<file path="config.mk">
export PLATFORM = sky130hd
export DESIGN_NAME = bullcow_code_entry
export DESIGN_NICKNAME = d
export VERILOG_FILES = /design/src/rtl/bullcow_pkg.sv /design/src/rtl/button_debounce.sv /design/src/rtl/bullcow_code_entry.sv
export SDC_FILE = /design/constraint.sdc
export NUM_CORES = 1
export LEC_CHECK = 0
export ABC_AREA = 1
export BUFFER_PORTS_ARGS = -buffer_cell sky130_fd_sc_hd__buf_2
export CAP_MARGIN = 20
export CORE_ASPECT_RATIO = 1.25
export CORE_MARGIN = 2
export CORE_UTILIZATION = 28
export CTS_BUF_LIST = sky130_fd_sc_hd__clkbuf_8
export CTS_CLUSTER_SIZE = 24
export DETAILED_ROUTE_END_ITERATION = 7
export GPL_ROUTABILITY_DRIVEN = 0
export HOLD_SLACK_MARGIN = 0.1
export PLACE_DENSITY_LB_ADDON = 0.05
export SLEW_MARGIN = 10
export SYNTH_ARGS = -nofsm -noshare
export SYNTH_HDL_FRONTEND = slang
export SYNTH_SLANG_ARGS = --single-unit
</file>
<file path="constraint.sdc">
create_clock -name clock -period 2.4 [get_ports clock]
set_input_delay 0.48 -clock clock [delete_from_list [all_inputs] [get_ports clock]]
set_output_delay 0.48 -clock clock [all_outputs]
set_load 0.02 [all_outputs]
</file>
<file path="src/rtl/bullcow_pkg.sv">
// Shared types and constants for the Bulls-and-Cows datapath.
// The code-entry front end and the game FSM both use this package.
//   digit_t        one decimal digit in a 4-bit field
//   code_t         four digits; element [3] is the first digit entered
//   entry_state_t  code-entry FSM states
package bullcow_pkg;

   localparam int NUM_DIGITS = 4;
   localparam int MAX_DIGIT  = 9;

   typedef logic [3:0]      digit_t;
   typedef logic [3:0][3:0] code_t;

   typedef enum logic [1:0] {
      COLLECT,
      CHECK,
      OFFER,
      ERROR
   } entry_state_t;

   // True when no two of the four digits are equal (all 6 pairs compared).
   function automatic logic digits_distinct(input code_t c);
      logic ok;
      ok = 1'b1;
      for (int i = 0; i < NUM_DIGITS; i++) begin
         for (int j = i + 1; j < NUM_DIGITS; j++) begin
            if (c[i] == c[j]) ok = 1'b0;
         end
      end
      return ok;
   endfunction

endpackage

</file>
<file path="src/rtl/button_debounce.sv">
// Push-button conditioner: synchroniser, debounce counter, rising-edge pulse.
//   clock    system clock
//   reset    asynchronous active-low reset
//   btn_i    raw asynchronous button, active high
//   press_o  one-cycle pulse when the debounced level rises
module button_debounce #(
   parameter int DEBOUNCE_CYCLES = 500000,
   parameter int SYNC_STAGES     = 2
) (
   input  logic clock,
   input  logic reset,
   input  logic btn_i,
   output logic press_o
);

   localparam int            CW = $clog2(DEBOUNCE_CYCLES + 1);
   localparam logic [CW-1:0] TC = CW'(DEBOUNCE_CYCLES - 1);

   logic [SYNC_STAGES-1:0] sync_q;
   logic                   sync_s;
   logic                   level_q;
   logic [CW-1:0]          cnt_q;
   logic                   press_q;

   assign sync_s  = sync_q[SYNC_STAGES-1];
   assign press_o = press_q;

   always_ff @(posedge clock or negedge reset) begin
      if (!reset) begin
         sync_q  <= '0;
         level_q <= 1'b0;
         cnt_q   <= '0;
         press_q <= 1'b0;
      end else begin
         sync_q  <= {sync_q[SYNC_STAGES-2:0], btn_i};
         press_q <= 1'b0;
         if (sync_s == level_q) begin
            cnt_q <= '0;
         end else if (cnt_q == TC) begin
            // This is the DEBOUNCE_CYCLES-th consecutive differing cycle.
            level_q <= sync_s;
            cnt_q   <= '0;
            press_q <= sync_s;
         end else begin
            cnt_q <= cnt_q + 1'b1;
         end
      end
   end

endmodule

</file>
<file path="src/rtl/bullcow_code_entry.sv">
// Code entry stage: collects four digits, validates them, and offers the
// code to the game FSM on a valid/ready handshake.
//   clock, reset          system clock, async active-low reset
//   digit_in              switch value of the digit being entered
//   btn_enter, btn_clear  raw buttons, active high
//   code_ready            game accepts the offered code
//   code                  assembled code, code[3] = first digit
//   code_valid            code is checked and offered
//   entry_error           last entry attempt invalid, held until a press
//   digit_count           digits captured so far, 0-4
//
// state   | meaning
// COLLECT | capturing digits on enter presses, clear resets the entry
// CHECK   | one cycle: distinctness test of the four digits
// OFFER   | code_valid high until code_ready, buttons ignored
// ERROR   | entry_error high until the next enter or clear press
module bullcow_code_entry
   import bullcow_pkg::*;
#(
   parameter int DEBOUNCE_CYCLES = 500000,
   parameter int SYNC_STAGES     = 2
) (
   input  logic            clock,
   input  logic            reset,
   input  logic [3:0]      digit_in,
   input  logic            btn_enter,
   input  logic            btn_clear,
   input  logic            code_ready,
   output logic [3:0][3:0] code,
   output logic            code_valid,
   output logic            entry_error,
   output logic [2:0]      digit_count
);

   logic         enter_p;
   logic         clear_p;
   entry_state_t state_q;
   code_t        code_q;
   logic [2:0]   count_q;
   logic         valid_q;
   logic         err_q;

   button_debounce #(
      .DEBOUNCE_CYCLES(DEBOUNCE_CYCLES),
      .SYNC_STAGES    (SYNC_STAGES)
   ) u_enter (
      .clock  (clock),
      .reset  (reset),
      .btn_i  (btn_enter),
      .press_o(enter_p)
   );

   button_debounce #(
      .DEBOUNCE_CYCLES(DEBOUNCE_CYCLES),
      .SYNC_STAGES    (SYNC_STAGES)
   ) u_clear (
      .clock  (clock),
      .reset  (reset),
      .btn_i  (btn_clear),
      .press_o(clear_p)
   );

   assign code        = code_q;
   assign code_valid  = valid_q;
   assign entry_error = err_q;
   assign digit_count = count_q;

   always_ff @(posedge clock or negedge reset) begin
      if (!reset) begin
         state_q <= COLLECT;
         code_q  <= '0;
         count_q <= '0;
         valid_q <= 1'b0;
         err_q   <= 1'b0;
      end else begin
         case (state_q)
            COLLECT: begin
               // Clear has priority; a simultaneous enter is dropped.
               if (clear_p) begin
                  code_q  <= '0;
                  count_q <= '0;
               end else if (enter_p) begin
                  if (digit_in <= digit_t'(MAX_DIGIT)) begin
                     code_q  <= {code_q[2:0], digit_in};
                     count_q <= count_q + 3'd1;
                     if (count_q == 3'(NUM_DIGITS - 1)) state_q <= CHECK;
                  end else begin
                     state_q <= ERROR;
                     err_q   <= 1'b1;
                  end
               end
            end
            CHECK: begin
               if (digits_distinct(code_q)) begin
                  state_q <= OFFER;
                  valid_q <= 1'b1;
               end else begin
                  state_q <= ERROR;
                  err_q   <= 1'b1;
               end
            end
            OFFER: begin
               if (code_ready) begin
                  state_q <= COLLECT;
                  valid_q <= 1'b0;
                  code_q  <= '0;
                  count_q <= '0;
               end
            end
            ERROR: begin
               // The acknowledging press never captures a digit.
               if (enter_p || clear_p) begin
                  state_q <= COLLECT;
                  err_q   <= 1'b0;
                  code_q  <= '0;
                  count_q <= '0;
               end
            end
            default: state_q <= COLLECT;
         endcase
      end
   end

endmodule

</file>
==> summary.md <==
| Metric | Value |
|---|---|
| Area share of the largest cell type after synthesis | 43.9% |
| Routed Antenna Nets | 0 |
| CP required | 2.65 ns |
| Critical Path End Type | register |
| Count of state elements after synthesis | 69 |
| Port bufs | 29 |
| Post-layout util | 32.7% |
| Die H | 137 um |
| Final Hold Viols | 0 |
| # nets final | 544 |
| Initial core utilization | 28.6% |
| WL final | 10200 um |
| Synthesized area per cell | 7.94 um2 |
| LEAKAGE | 2.11 nW |
| Clk_lat worst skew | 0.36 ns |
| Detailed Routing Iterations Pass 1 | 5 |
| Synthesized Nets | 508 |
| Max capacitance violation total | 0 |
| Final Max Slew Viols | 0 |
| CTS resizes | 0 |
| Endpoints failing setup | 0 |
| Cell area after layout | 0.00450 mm2 |
| Clk_skew | 0.0145 ns |
| Clock buffer depth | 2 |
| Sw Pwr | 0.642 mW |
| Top cells by count, synth | nand2_1, dfrtp_1, inv_1, nor2_1, nand3_1 |
| CTS sink count | 69 |
| First-pass GRT wire length | 16600 um |
| 1st-iter DRT viols | 204 |
| CTS hold repair buffers | 1 |
| Area growth syn-to-layout | 14.4% |
| Total gr overflow | 0 |
| Worst Hold Class | primary input to register |
| Share of flip-flops with an asynchronous set or reset | 100% |
| Via count | 3336 |
| Crit path max fanout | 13 |
| RSZ-0062 raised after global routing | false |
| DR vias/cell | 4.69 |
| Outcome | finished clean |
| EDFF count, synth | 0 |
| Synth Instances | 495 |
| GRT Total Usage | 14.5% |
| Vias in the first global route | 3238 |
| Fill cells | 1500 |
| Root buf cell | clkbuf_8 |
| Clock power share | 43.9% |
| Slew HR | 63.8% |
| Layout cell share with drive strength beyond 1 | 17.5% |
| Sequential fraction of the synthesis area | 43.9% |
| Cts bufs inserted | 9 |
| Count leader, synth | nand2_1 |
| Pin count of the biggest net entering global routing | 37 |
| Synth area leader | dfrtp_1 |
| DP Worst Slack | 0.515 ns |
| Hpwl dp | 7540 um |
| Antenna violations before repair | 0 |
| Synth warnings | 0 |
| Clock transition at path regs | 0.08 ns |
| Setup ws final | 0.593 ns |
| Int Pwr | 1.89 mW |
| Average wire per standard cell | 14.3 um |
| Sw Share | 25.4% |
| Period minus WS final | 1.81 ns |
| N_diodes | 0 |
| Comb pwr share | 7.8% |
| DIE WIDTH | 110 um |
| Critical Path AT | 2.06 ns |
| Tcrit/Tclk final | 75.3% |
| CTS H-tree lvls | 3 |
| Max frequency | 0.553 GHz |
| Power Density | 562 mW/mm2 |
| Placed Cells | 694 |
| CP Launch Type | register |
| Actual slew at the worst max-slew pin | 0.541 ns |
| Post-route insts no fill | 711 |
| Worst vdd ir | 202 uV |
| Distinct cell type count after synthesis | 38 |
| Setup TNS | 0 ns |
| Core area | 0.0138 mm2 |
| Post-CTS setup buffer count | 0 |
| Main synth FF type | dfrtp_1 |
| Die Area | 0.0150 mm2 |
| Io pins | 30 |
| Crit Path Class | register to register |
| CTS tree | done |
| Site Rows | 48 |
| Synthesized cell area | 0.00393 mm2 |
| Flop pwr share | 48.3% |
| Placed Area | 0.00426 mm2 |
| Ranking of synthesized cells by area | dfrtp_1, nand2_1, inv_1 |
| DRC viols | 0 |
## final cells by class
| class | instances | area, um2 | area share, % |
|---|---|---|---|
| multi-input cells | 355 | 1890 | 42.1 |
| flip-flops and latches | 69 | 1730 | 38.4 |
| inverters | 64 | 249 | 5.53 |
| well taps | 175 | 219 | 4.87 |
| repair buffers | 32 | 185 | 4.12 |
| clock buffers | 11 | 151 | 3.36 |
| clock inverters | 5 | 73.8 | 1.64 |
## power groups by stage
| stage | clock network [mW] | logic [mW] | registers, mW |
|---|---|---|---|
| global route | 1.20 | 0.225 | 1.23 |
| global placement | 0 | 0.201 | 1.25 |
| detailed placement | 0 | 0.201 | 1.25 |
| floorplan | 0 | 0.0971 | 1.26 |
| CTS | 1.16 | 0.203 | 1.22 |
| finish | 1.11 | 0.196 | 1.22 |
## placed cells by master, fill, tap and decap left out, types with 3 or more instances in the layout
| cell | netlist | layout |
|---|---|---|
| dfrtp_1 | 69 | 69 |
| nand2_2 | 10 | 10 |
| clkinv_2 | 1 | 3 |
| xor2_1 | 10 | 10 |
| o21ai_1 | 4 | 4 |
| nor3b_1 | 3 | 3 |
| ha_1 | 4 | 4 |
| nor2_2 | 3 | 3 |
| inv_2 | 4 | 4 |
| clkbuf_8 | 0 | 11 |
| nor3_1 | 16 | 16 |
| nor3_2 | 6 | 6 |
| nor2_4 | 9 | 9 |
| a211oi_1 | 3 | 3 |
| nand3_1 | 26 | 26 |
| a31oi_1 | 3 | 3 |
| inv_1 | 57 | 58 |
| nand2_4 | 3 | 3 |
| a21oi_1 | 15 | 15 |
| buf_2 | 2 | 28 |
| nor2_1 | 57 | 57 |
| nand4_1 | 25 | 25 |
| nand2_1 | 119 | 119 |
| o21ai_0 | 11 | 11 |
| o22ai_1 | 12 | 12 |
| or2_2 | 3 | 3 |
## metal layers
metal  part of all wire, %  global-route usage [%]  vias to the layer above  routed length (um)
met5                     0                       0                        -                   0
met4                   1.9                    5.91                        0                 197
met2                    50                    24.7                       45                5090
li1                      -                       -                     1695                   -
met1                    45                    17.6                     1581                4550
met3                   3.1                    2.71                       15                 317
## cell families after synthesis
family,after synthesis,share of synthesized area [%]
AOI/OAI and AO/OA,50,7.41
xor gates and xnor gates,11,2.45
adders and majority gates,4,1.27
buffers and inverters,71,7.92
DFF,69,43.9
and+or+nand+nor,290,37.0
## per-stage QoR
step | hold WS, ns | power, mW
after floorplan | 0.184 | 1.35
after global placement | 0.334 | 1.45
after detailed placement | 0.337 | 1.45
after CTS | 0.211 | 2.58
after global routing | 0.213 | 2.66
final | 0.232 | 2.53
## state kept, by name (all words and copies together) (netlist names), 2 cells and up
name            count
u_clear.sync_q      2
u_enter.cnt_q      19
u_enter.sync_q      2
code               16
u_clear.cnt_q      19
digit_count         3
state_q             2
## worst max-delay path, cell delays in order, from the launching register on
cell and delay (ns):
dfrtp_1 0.47, ha_1 0.28, nand2_2 0.11, nor2_4 0.15, nand4_1 0.16, nand2_1 0.09
buf_4 0.22, nor2_1 0.07, and2_1 0.15
## final timing paths
check	start	to	slack, ns	cells after the start
hold / removal	btn_clear	u_clear.sync_q[0]	0.23	1
max in group asynchronous	reset	u_enter.cnt_q[4]	1.20	3
setup / recovery	u_clear.cnt_q[0]	u_clear.cnt_q[18]	0.59	8
hold reg to reg	u_clear.sync_q[0]	u_clear.sync_q[1]	0.35	0
setup reg to reg	u_clear.cnt_q[0]	u_clear.cnt_q[18]	0.59	8
min in group asynchronous	reset	code[8]	0.61	2
(Power assumes the default switching activity.)
